**src/rtl/mem_port_arbiter_pkg.sv**
```systemverilog
// Shared definitions for the memory port arbiter: FSM encoding, requester
// indices and default bus widths.
package mem_port_arbiter_pkg;

  localparam int unsigned DEF_ADDR_W = 16;
  localparam int unsigned DEF_DATA_W = 16;

  // Requester indices; also the encoding of the grantee and last-served bits.
  localparam logic REQ_FETCH = 1'b0;
  localparam logic REQ_LS    = 1'b1;

  typedef enum logic [1:0] {
    IDLE   = 2'd0,
    ACCESS = 2'd1,
    DONE   = 2'd2
  } state_t;

endpackage

```
**src/rtl/arb_rr2.sv**
```systemverilog
// Combinational two-way round-robin picker. On a tie the requester that was
// not served last wins; a lone requester always wins.
module arb_rr2
  import mem_port_arbiter_pkg::*;
(
  input  logic [1:0] req,
  input  logic       lastServed,
  output logic       winner,
  output logic       valid
);

  // Pick the winner from the request vector and the last-served pointer.
  always_comb begin
    valid  = |req;
    winner = REQ_FETCH;
    if (req == 2'b11) begin
      winner = ~lastServed;
    end else if (req[REQ_LS]) begin
      winner = REQ_LS;
    end
  end

endmodule

```
**src/rtl/mem_port_arbiter.sv**
```systemverilog
// Shares one memory port between instruction fetch (requester 0) and the
// load/store sequencer (requester 1). The grantee's command is latched on
// entry to ACCESS and held until MFC or timeout, followed by a one-cycle ack.
module mem_port_arbiter
  import mem_port_arbiter_pkg::*;
#(
  parameter int unsigned ADDR_W  = DEF_ADDR_W,
  parameter int unsigned DATA_W  = DEF_DATA_W,
  parameter int unsigned TIMEOUT = 15
) (
  input  logic              clk,
  input  logic              reset,
  input  logic              req0,
  input  logic              req1,
  input  logic              rw0,
  input  logic              rw1,
  input  logic [ADDR_W-1:0] addr0,
  input  logic [ADDR_W-1:0] addr1,
  input  logic [DATA_W-1:0] wdata0,
  input  logic [DATA_W-1:0] wdata1,
  output logic              gnt0,
  output logic              gnt1,
  output logic              ack0,
  output logic              ack1,
  output logic              err,
  output logic [DATA_W-1:0] rdata,
  output logic              mem_en,
  output logic              mem_rw,
  output logic [ADDR_W-1:0] mem_addr,
  output logic [DATA_W-1:0] mem_wdata,
  input  logic [DATA_W-1:0] mem_rdata,
  input  logic              mfc
);

  localparam int unsigned CntW = (TIMEOUT > 1) ? $clog2(TIMEOUT) : 1;
  localparam logic [CntW-1:0] CntMax = CntW'(TIMEOUT - 1);

  state_t            stateQ, stateD;
  logic              grantQ, grantD;
  logic              lastQ, lastD;
  logic              rwQ, rwD;
  logic [ADDR_W-1:0] addrQ, addrD;
  logic [DATA_W-1:0] wdataQ, wdataD;
  logic [CntW-1:0]   cntQ, cntD;
  logic              errQ, errD;
  logic [DATA_W-1:0] rdataQ, rdataD;

  logic pickWinner;
  logic pickValid;

  arb_rr2 uPicker (
    .req        ({req1, req0}),
    .lastServed (lastQ),
    .winner     (pickWinner),
    .valid      (pickValid)
  );

  // State and datapath registers; last-served starts at LS so fetch wins the first tie.
  always_ff @(posedge clk) begin
    if (reset) begin
      stateQ <= IDLE;
      grantQ <= REQ_FETCH;
      lastQ  <= REQ_LS;
      rwQ    <= 1'b0;
      addrQ  <= '0;
      wdataQ <= '0;
      cntQ   <= '0;
      errQ   <= 1'b0;
      rdataQ <= '0;
    end else begin
      stateQ <= stateD;
      grantQ <= grantD;
      lastQ  <= lastD;
      rwQ    <= rwD;
      addrQ  <= addrD;
      wdataQ <= wdataD;
      cntQ   <= cntD;
      errQ   <= errD;
      rdataQ <= rdataD;
    end
  end

  // Next-state: arbitrate and latch in IDLE, wait for MFC or timeout in ACCESS.
  always_comb begin
    stateD = stateQ;
    grantD = grantQ;
    lastD  = lastQ;
    rwD    = rwQ;
    addrD  = addrQ;
    wdataD = wdataQ;
    cntD   = cntQ;
    errD   = errQ;
    rdataD = rdataQ;
    unique case (stateQ)
      IDLE: begin
        if (pickValid) begin
          stateD = ACCESS;
          grantD = pickWinner;
          lastD  = pickWinner;
          cntD   = '0;
          if (pickWinner == REQ_LS) begin
            rwD    = rw1;
            addrD  = addr1;
            wdataD = wdata1;
          end else begin
            rwD    = rw0;
            addrD  = addr0;
            wdataD = wdata0;
          end
        end
      end
      ACCESS: begin
        // MFC wins over a timeout landing in the same cycle.
        if (mfc) begin
          stateD = DONE;
          errD   = 1'b0;
          if (rwQ) begin
            rdataD = mem_rdata;
          end
        end else if (cntQ == CntMax) begin
          stateD = DONE;
          errD   = 1'b1;
        end else begin
          cntD = cntQ + 1'b1;
        end
      end
      DONE: begin
        stateD = IDLE;
      end
      default: begin
        stateD = IDLE;
      end
    endcase
  end

  // Outputs decoded from state and the latched grantee only.
  always_comb begin
    mem_en    = (stateQ == ACCESS);
    mem_rw    = rwQ;
    mem_addr  = addrQ;
    mem_wdata = wdataQ;
    gnt0      = (stateQ != IDLE) && (grantQ == REQ_FETCH);
    gnt1      = (stateQ != IDLE) && (grantQ == REQ_LS);
    ack0      = (stateQ == DONE) && (grantQ == REQ_FETCH);
    ack1      = (stateQ == DONE) && (grantQ == REQ_LS);
    err       = errQ;
    rdata     = rdataQ;
  end

endmodule
```
**config.mk**
```make
export PLATFORM = sky130hd
export DESIGN_NAME = mem_port_arbiter
export DESIGN_NICKNAME = d
export VERILOG_FILES = /design/src/rtl/mem_port_arbiter_pkg.sv /design/src/rtl/arb_rr2.sv /design/src/rtl/mem_port_arbiter.sv
export SDC_FILE = /design/constraint.sdc
export NUM_CORES = 1
export LEC_CHECK = 0
export CAP_MARGIN = 40
export CORE_MARGIN = 2
export CORE_UTILIZATION = 38
export DETAILED_ROUTE_END_ITERATION = 16
export PLACE_DENSITY = 0.81
export RECOVER_POWER = 100
export SKIP_LAST_GASP = 1
export SLEW_MARGIN = 20
export SYNTH_ARGS = -nofsm -noshare
export SYNTH_HDL_FRONTEND = slang
export SYNTH_SLANG_ARGS = --single-unit
```
**constraint.sdc**
```tcl
create_clock -name clk -period 1.86 [get_ports clk]
set_input_delay 0.558 -clock clk [delete_from_list [all_inputs] [get_ports clk]]
set_output_delay 0.558 -clock clk [all_outputs]
set_load 0.005 [all_outputs]
```
# ---- Word level (Yosys, flattened, before mapping)
# Cells that the tools add are included.
dict set report totals {
  out_inout_bits 55
  regBits 58
}
dict set report op_classes {
  addsub 1
  n_mux 15
  eq_ne 8
  reduce_logical 14
  n_bitwise 2
}
# op n
set op_table {}
lappend op_table {{16-bit two-way mux} 2}
lappend op_table {{4-bit two-way mux} 3}
lappend op_table {{4-bit one-hot mux with 2 select lines} 1}
lappend op_table {{2-bit two-way mux} 3}
lappend op_table {{2-bit inequality test, second input constant} 3}
lappend op_table {{2-bit AND reduction} 3}
lappend op_table {{2-bit nonzero test} 3}
lappend op_table {{1-bit two-way mux} 5}
lappend op_table {{4-bit by 1-bit adder with 4-bit output, second input constant} 1}
lappend op_table {{2-bit equality test, second input constant} 2}
lappend op_table {{4-bit equality test, second input constant} 1}
lappend op_table {{1-bit logical AND} 4}
lappend op_table {{2-bit one-hot mux with 2 select lines} 1}
lappend op_table {{4-bit AND reduction} 1}
lappend op_table {{3-bit by 1-bit inequality test with 1-bit output, second input constant} 1}
lappend op_table {{3-bit AND reduction} 1}
lappend op_table {{2-bit by 1-bit equality test with 1-bit output, second input constant} 1}
lappend op_table {{2-bit logical NOT} 1}
lappend op_table {{1-bit inverter} 2}
lappend op_table {{2-bit OR reduction} 1}

# ---- Longest topological paths before layout
dict set report depth {
  depth_word 4
  depth_mapped 6
  mapped_depth_nobuf 5
}

# ---- Modules after synthesis
# A second synthesis with hierarchy kept.
dict set report unflattened {
  cells_unflattened 272
  hier_area_um2 2453.6
}
# module area_each_um2 cells_per_inst instances
set modules_own_cells {}
lappend modules_own_cells {mem_port_arbiter 2439.8 270 1}
lappend modules_own_cells {arb_rr2 13.8 2 1}

# ---- Worst setup path before layout
# Ideal clock, no wire load.
dict set report synth_path {
  kind {input -> register}
  startpoint {input mfc}
  endpoint {register cntQ[2]}
  arrival_ns 1.533
  t_required_ns 1.786
  cell_stages 4
  setup_time_ns 0.074
  n_path_buf 1
  path_slack_ns 0.252
  path_cell_list {or3b_1 -> clkbuf_2 -> or3b_1 -> a31oi_1}
}
dict set report synth_via {
  elab_chain_cells 2
}
# element line_no
set synth_rtl {}
lappend synth_rtl {{from (decl)} mem_port_arbiter.sv:32} ;# input logic mfc
lappend synth_rtl {{2-bit inequality test (no source line)} --}
lappend synth_rtl {{4-bit AND reduction (no source line)} --}
lappend synth_rtl {{to (signal assigned)} mem_port_arbiter.sv:77} ;# cntQ <= cntD;
lappend synth_rtl {{to (decl)} mem_port_arbiter.sv:44} ;# logic [CntW-1:0] cntQ, cntD;
# No other way between the ends.
# A chain may end at the register's enable or synchronous reset.

# ---- Worst setup path after layout
dict set report layout_path {
  startpoint {register stateQ[0]}
  endpoint {output gnt1}
}
dict set report layout_via {
  elab_chain_cells 2
}
# element line_no
set layout_rtl {}
lappend layout_rtl {{from (decl)} mem_port_arbiter.sv:38} ;# state_t stateQ, stateD;
lappend layout_rtl {{from (signal assigned)} mem_port_arbiter.sv:71} ;# stateQ <= stateD;
lappend layout_rtl {{2-bit nonzero test} mem_port_arbiter.sv:143} ;# gnt1 = (stateQ != IDLE) && (grantQ == REQ_LS);
lappend layout_rtl {{1-bit logical AND} mem_port_arbiter.sv:143}
lappend layout_rtl {{to (decl)} mem_port_arbiter.sv:22} ;# output logic gnt1,
# No other way between the ends.

==> impl_metrics.tcl <==
set metrics [dict create \
    placedCellCount 486 \
    synthMuxAreaShare_pct 13.1 \
    fin_hold_ws_ns 0.452 \
    final_area_sq_um 4320 \
    place_hpwl_mm 5.36 \
    finClkSkew_ns 0.00454 \
    worst-setup-path-type "flop to output port" \
    tightest_slew_ns 0.384 \
    arrival_ns 1.28 \
    synth_top_family_by_area "compound AO/OA/AOI/OAI gates" \
    irDropWorstVdd_uv 553 \
    antenna_left 0 \
    insertion_delay_ns 0.32 \
    synth_cell_types 34 \
    syn_area_sq_um 2520 \
    track_usage_pct 20.5 \
    worstPathMaxFanout 6 \
    cp_data_required_time_ns 1.30 \
    relSlewSlack_pct 74.4 \
    n_fill_cell 539 \
    yosysTopAreaCellShare_pct 46.0 \
    row_count 29 \
    routed_wl_mm 7.63 \
    dr_total_vias 2614 \
    fin_cells 506 \
    syn_nets 365 \
    grt_pass1_wl_mm 12.0 \
    ff_latch_area_sq_um 1170 \
    avgSynthCellArea_sq_um 9.14 \
    areaGrowthSynthToFinish_pct 71.3 \
    synth_top_area_cell "dfxtp_1" \
    antenna_cells 0 \
    grt_max_degree 59 \
    placed_area_sq_um 4120 \
    synth_compound_area_share_pct 23.5 \
    dp_slack_ns -0.249 \
    power.density_nw_per_um2 756 \
    finalNetCount 513 \
    drc 0 \
    start_util_pct 39.5 \
    synthSimpleGateAreaFrac_pct 11.4 \
    period_share_pct 98.9 \
    fmax_mhz 544 \
    ioPinCount 142 \
    portBuffers 141 \
    synth_async_sr_flop_share_pct 0 \
    power_leakage_nw 1.70 \
    antenna_found_initial 0 \
    chipHeight_microns 85.5 \
    synthAdderAreaFrac_pct 0.992 \
    layout-drive-gt1-share_pct 10.7 \
    grt-ovfl-total 0 \
    cts_sinks 58 \
    outcome "finished clean" \
    htreeDepth 3 \
    yosysSeqAreaShare_pct 46.0 \
    clockBufferDepth 2 \
    syn_inst 276 \
    worst_setup_path_start_kind "flop" \
    path_clk_slew_ns 0.06 \
    viasPerCell 5.17 \
    hold_buffers 0 \
    setup_ws_ns 0.0202 \
    max_cap_violations 0 \
    yosysWarnings 0 \
    dieArea_sq_um 7310 \
    hold_path_class "flop to flop" \
    die_x_microns 85.5 \
    period_needed_ns 1.84 \
    rsz0062_at_grt "yes" \
    dr.pass1.iters 4 \
    synth_area_leaders "dfxtp_1 46%, mux2i_1 13%, a21oi_1 11%" \
    hold_violations 0 \
    endpoint_kind "output port" \
    grt_pass1_vias 2621 \
    core-area_sq_um 6390 \
    wire_per_inst_microns 15.1 \
    synthXorXnorAreaFrac_pct 0 \
    synth_edf_count 0 \
    cts_buffers 9 \
    ys.flop_type "dfxtp_1" \
    cts_tree "built" \
    slew_viol_final 0 \
    gp_congestion 0.825 \
    multi_input_area_sq_um 1260 \
    drt_iter0_drc 95 \
    ys_seq_elements 58 \
    cts_root_buffer "clkbuf_8" \
    setup_viol 0 \
]
final timing paths:
check	start	depth (start not counted)	slack [ns]	endpoint
max	stateQ[0]	3	0.02	gnt1
min	rdata[13]	2	0.45	rdata[13]
max reg2reg	cntQ[0]	5	0.29	cntQ[0]
min reg2reg	rdata[13]	2	0.45	rdata[13]
Yosys cell counts, drive strengths merged (2+ instances only):
| cell type | number |
|---|---|
| and3 | 2 |
| mux2i | 33 |
| o221ai | 3 |
| a211oi | 34 |
| or2 | 2 |
| or3b | 2 |
| a21oi | 53 |
| clkbuf | 19 |
| buf | 8 |
| nand2 | 33 |
| or3 | 2 |
| nand3 | 2 |
| nor2 | 5 |
| ha | 2 |
| nor2b | 2 |
| dfxtp | 58 |
| a31oi | 2 |
| nor3b | 2 |
flip-flops by register name, indices dropped and copies added, names as in the netlist:
| register | cells |
|---|---|
| cntQ | 4 |
| grantQ | 1 |
| rdata | 16 |
| mem_rw | 1 |
| mem_addr | 16 |
| err | 1 |
| mem_wdata | 16 |
| lastQ | 1 |
| stateQ | 2 |
per-layer routing:
| metal | up-vias | part of all wire, % | track usage, % |
|---|---|---|---|
| met5 | - | 0 | 0 |
| met4 | 0 | 1.9 | 8.51 |
| met3 | 13 | 8.8 | 7.20 |
| met2 | 102 | 49 | 34.7 |
| met1 | 1191 | 40 | 23.5 |
| li1 | 1308 | - | - |
where the power goes:
part           switching [mW]  internal [mW]
Sequential             0.0591           1.34
Combinational           0.311          0.474
Clock                   0.476          0.603
Total                   0.846           2.42
timing repair:
item	in CTS	in global routing
setup buffers	2	2
gates resized for setup	12	4
gates cloned	0	0
setup endpoints to repair	5	3
cell usage in the layout (no fill, tap or decap), drive strengths merged, types with 2 or more instances in the layout:
cell type and count:
clkdlybuf4s50 104, dfxtp 58, a21oi 53, a211oi 34, nand2 33, mux2i 33, dlygate4sd3 31, buf 21
clkbuf 12, clkinv 6, nor2 5, o221ai 3, dlygate4sd2 3, and3 2, or3b 2, nand3 2
or3 2, a31oi 2, ha 2, clkdlybuf4s15 2, nor2b 2, or2 2, nor3b 2
stage by stage:
| stage | util, % | power [mW] | setup TNS, ns |
|---|---|---|---|
| after floorplan | - | 1.73 | 0 |
| after global placement | 64.5 | 2.22 | -3.27 |
| after detailed placement | 64.5 | 2.24 | -5.89 |
| after CTS | 67.9 | 3.32 | -0.0560 |
| after global routing | 67.7 | 3.43 | -0.0557 |
| final | 67.7 | 3.27 | 0 |
cells by family after synthesis:
logic type,count (synthesis)
simple gates,58
mux,33
buf+inv,28
compound gates,97
flops,58
fa+ha+maj,2
cell type report:
type | count | area share [%]
Sequential cell | 58 | 27.1
Inverter | 1 | 0.0869
Clock inverter | 7 | 1.39
Tap cell | 77 | 2.23
Multi-Input combinational cell | 190 | 29.3
Timing Repair Buffer | 164 | 37.1
Clock buffer | 9 | 2.87
critical path, cell delays in order, from the launching register on:
cell and delay, ns:
dfxtp_4 0.36, or2_1 0.24, and2_1 0.16, clkdlybuf4s15_1 0.21
(Power assumes the default switching activity.)
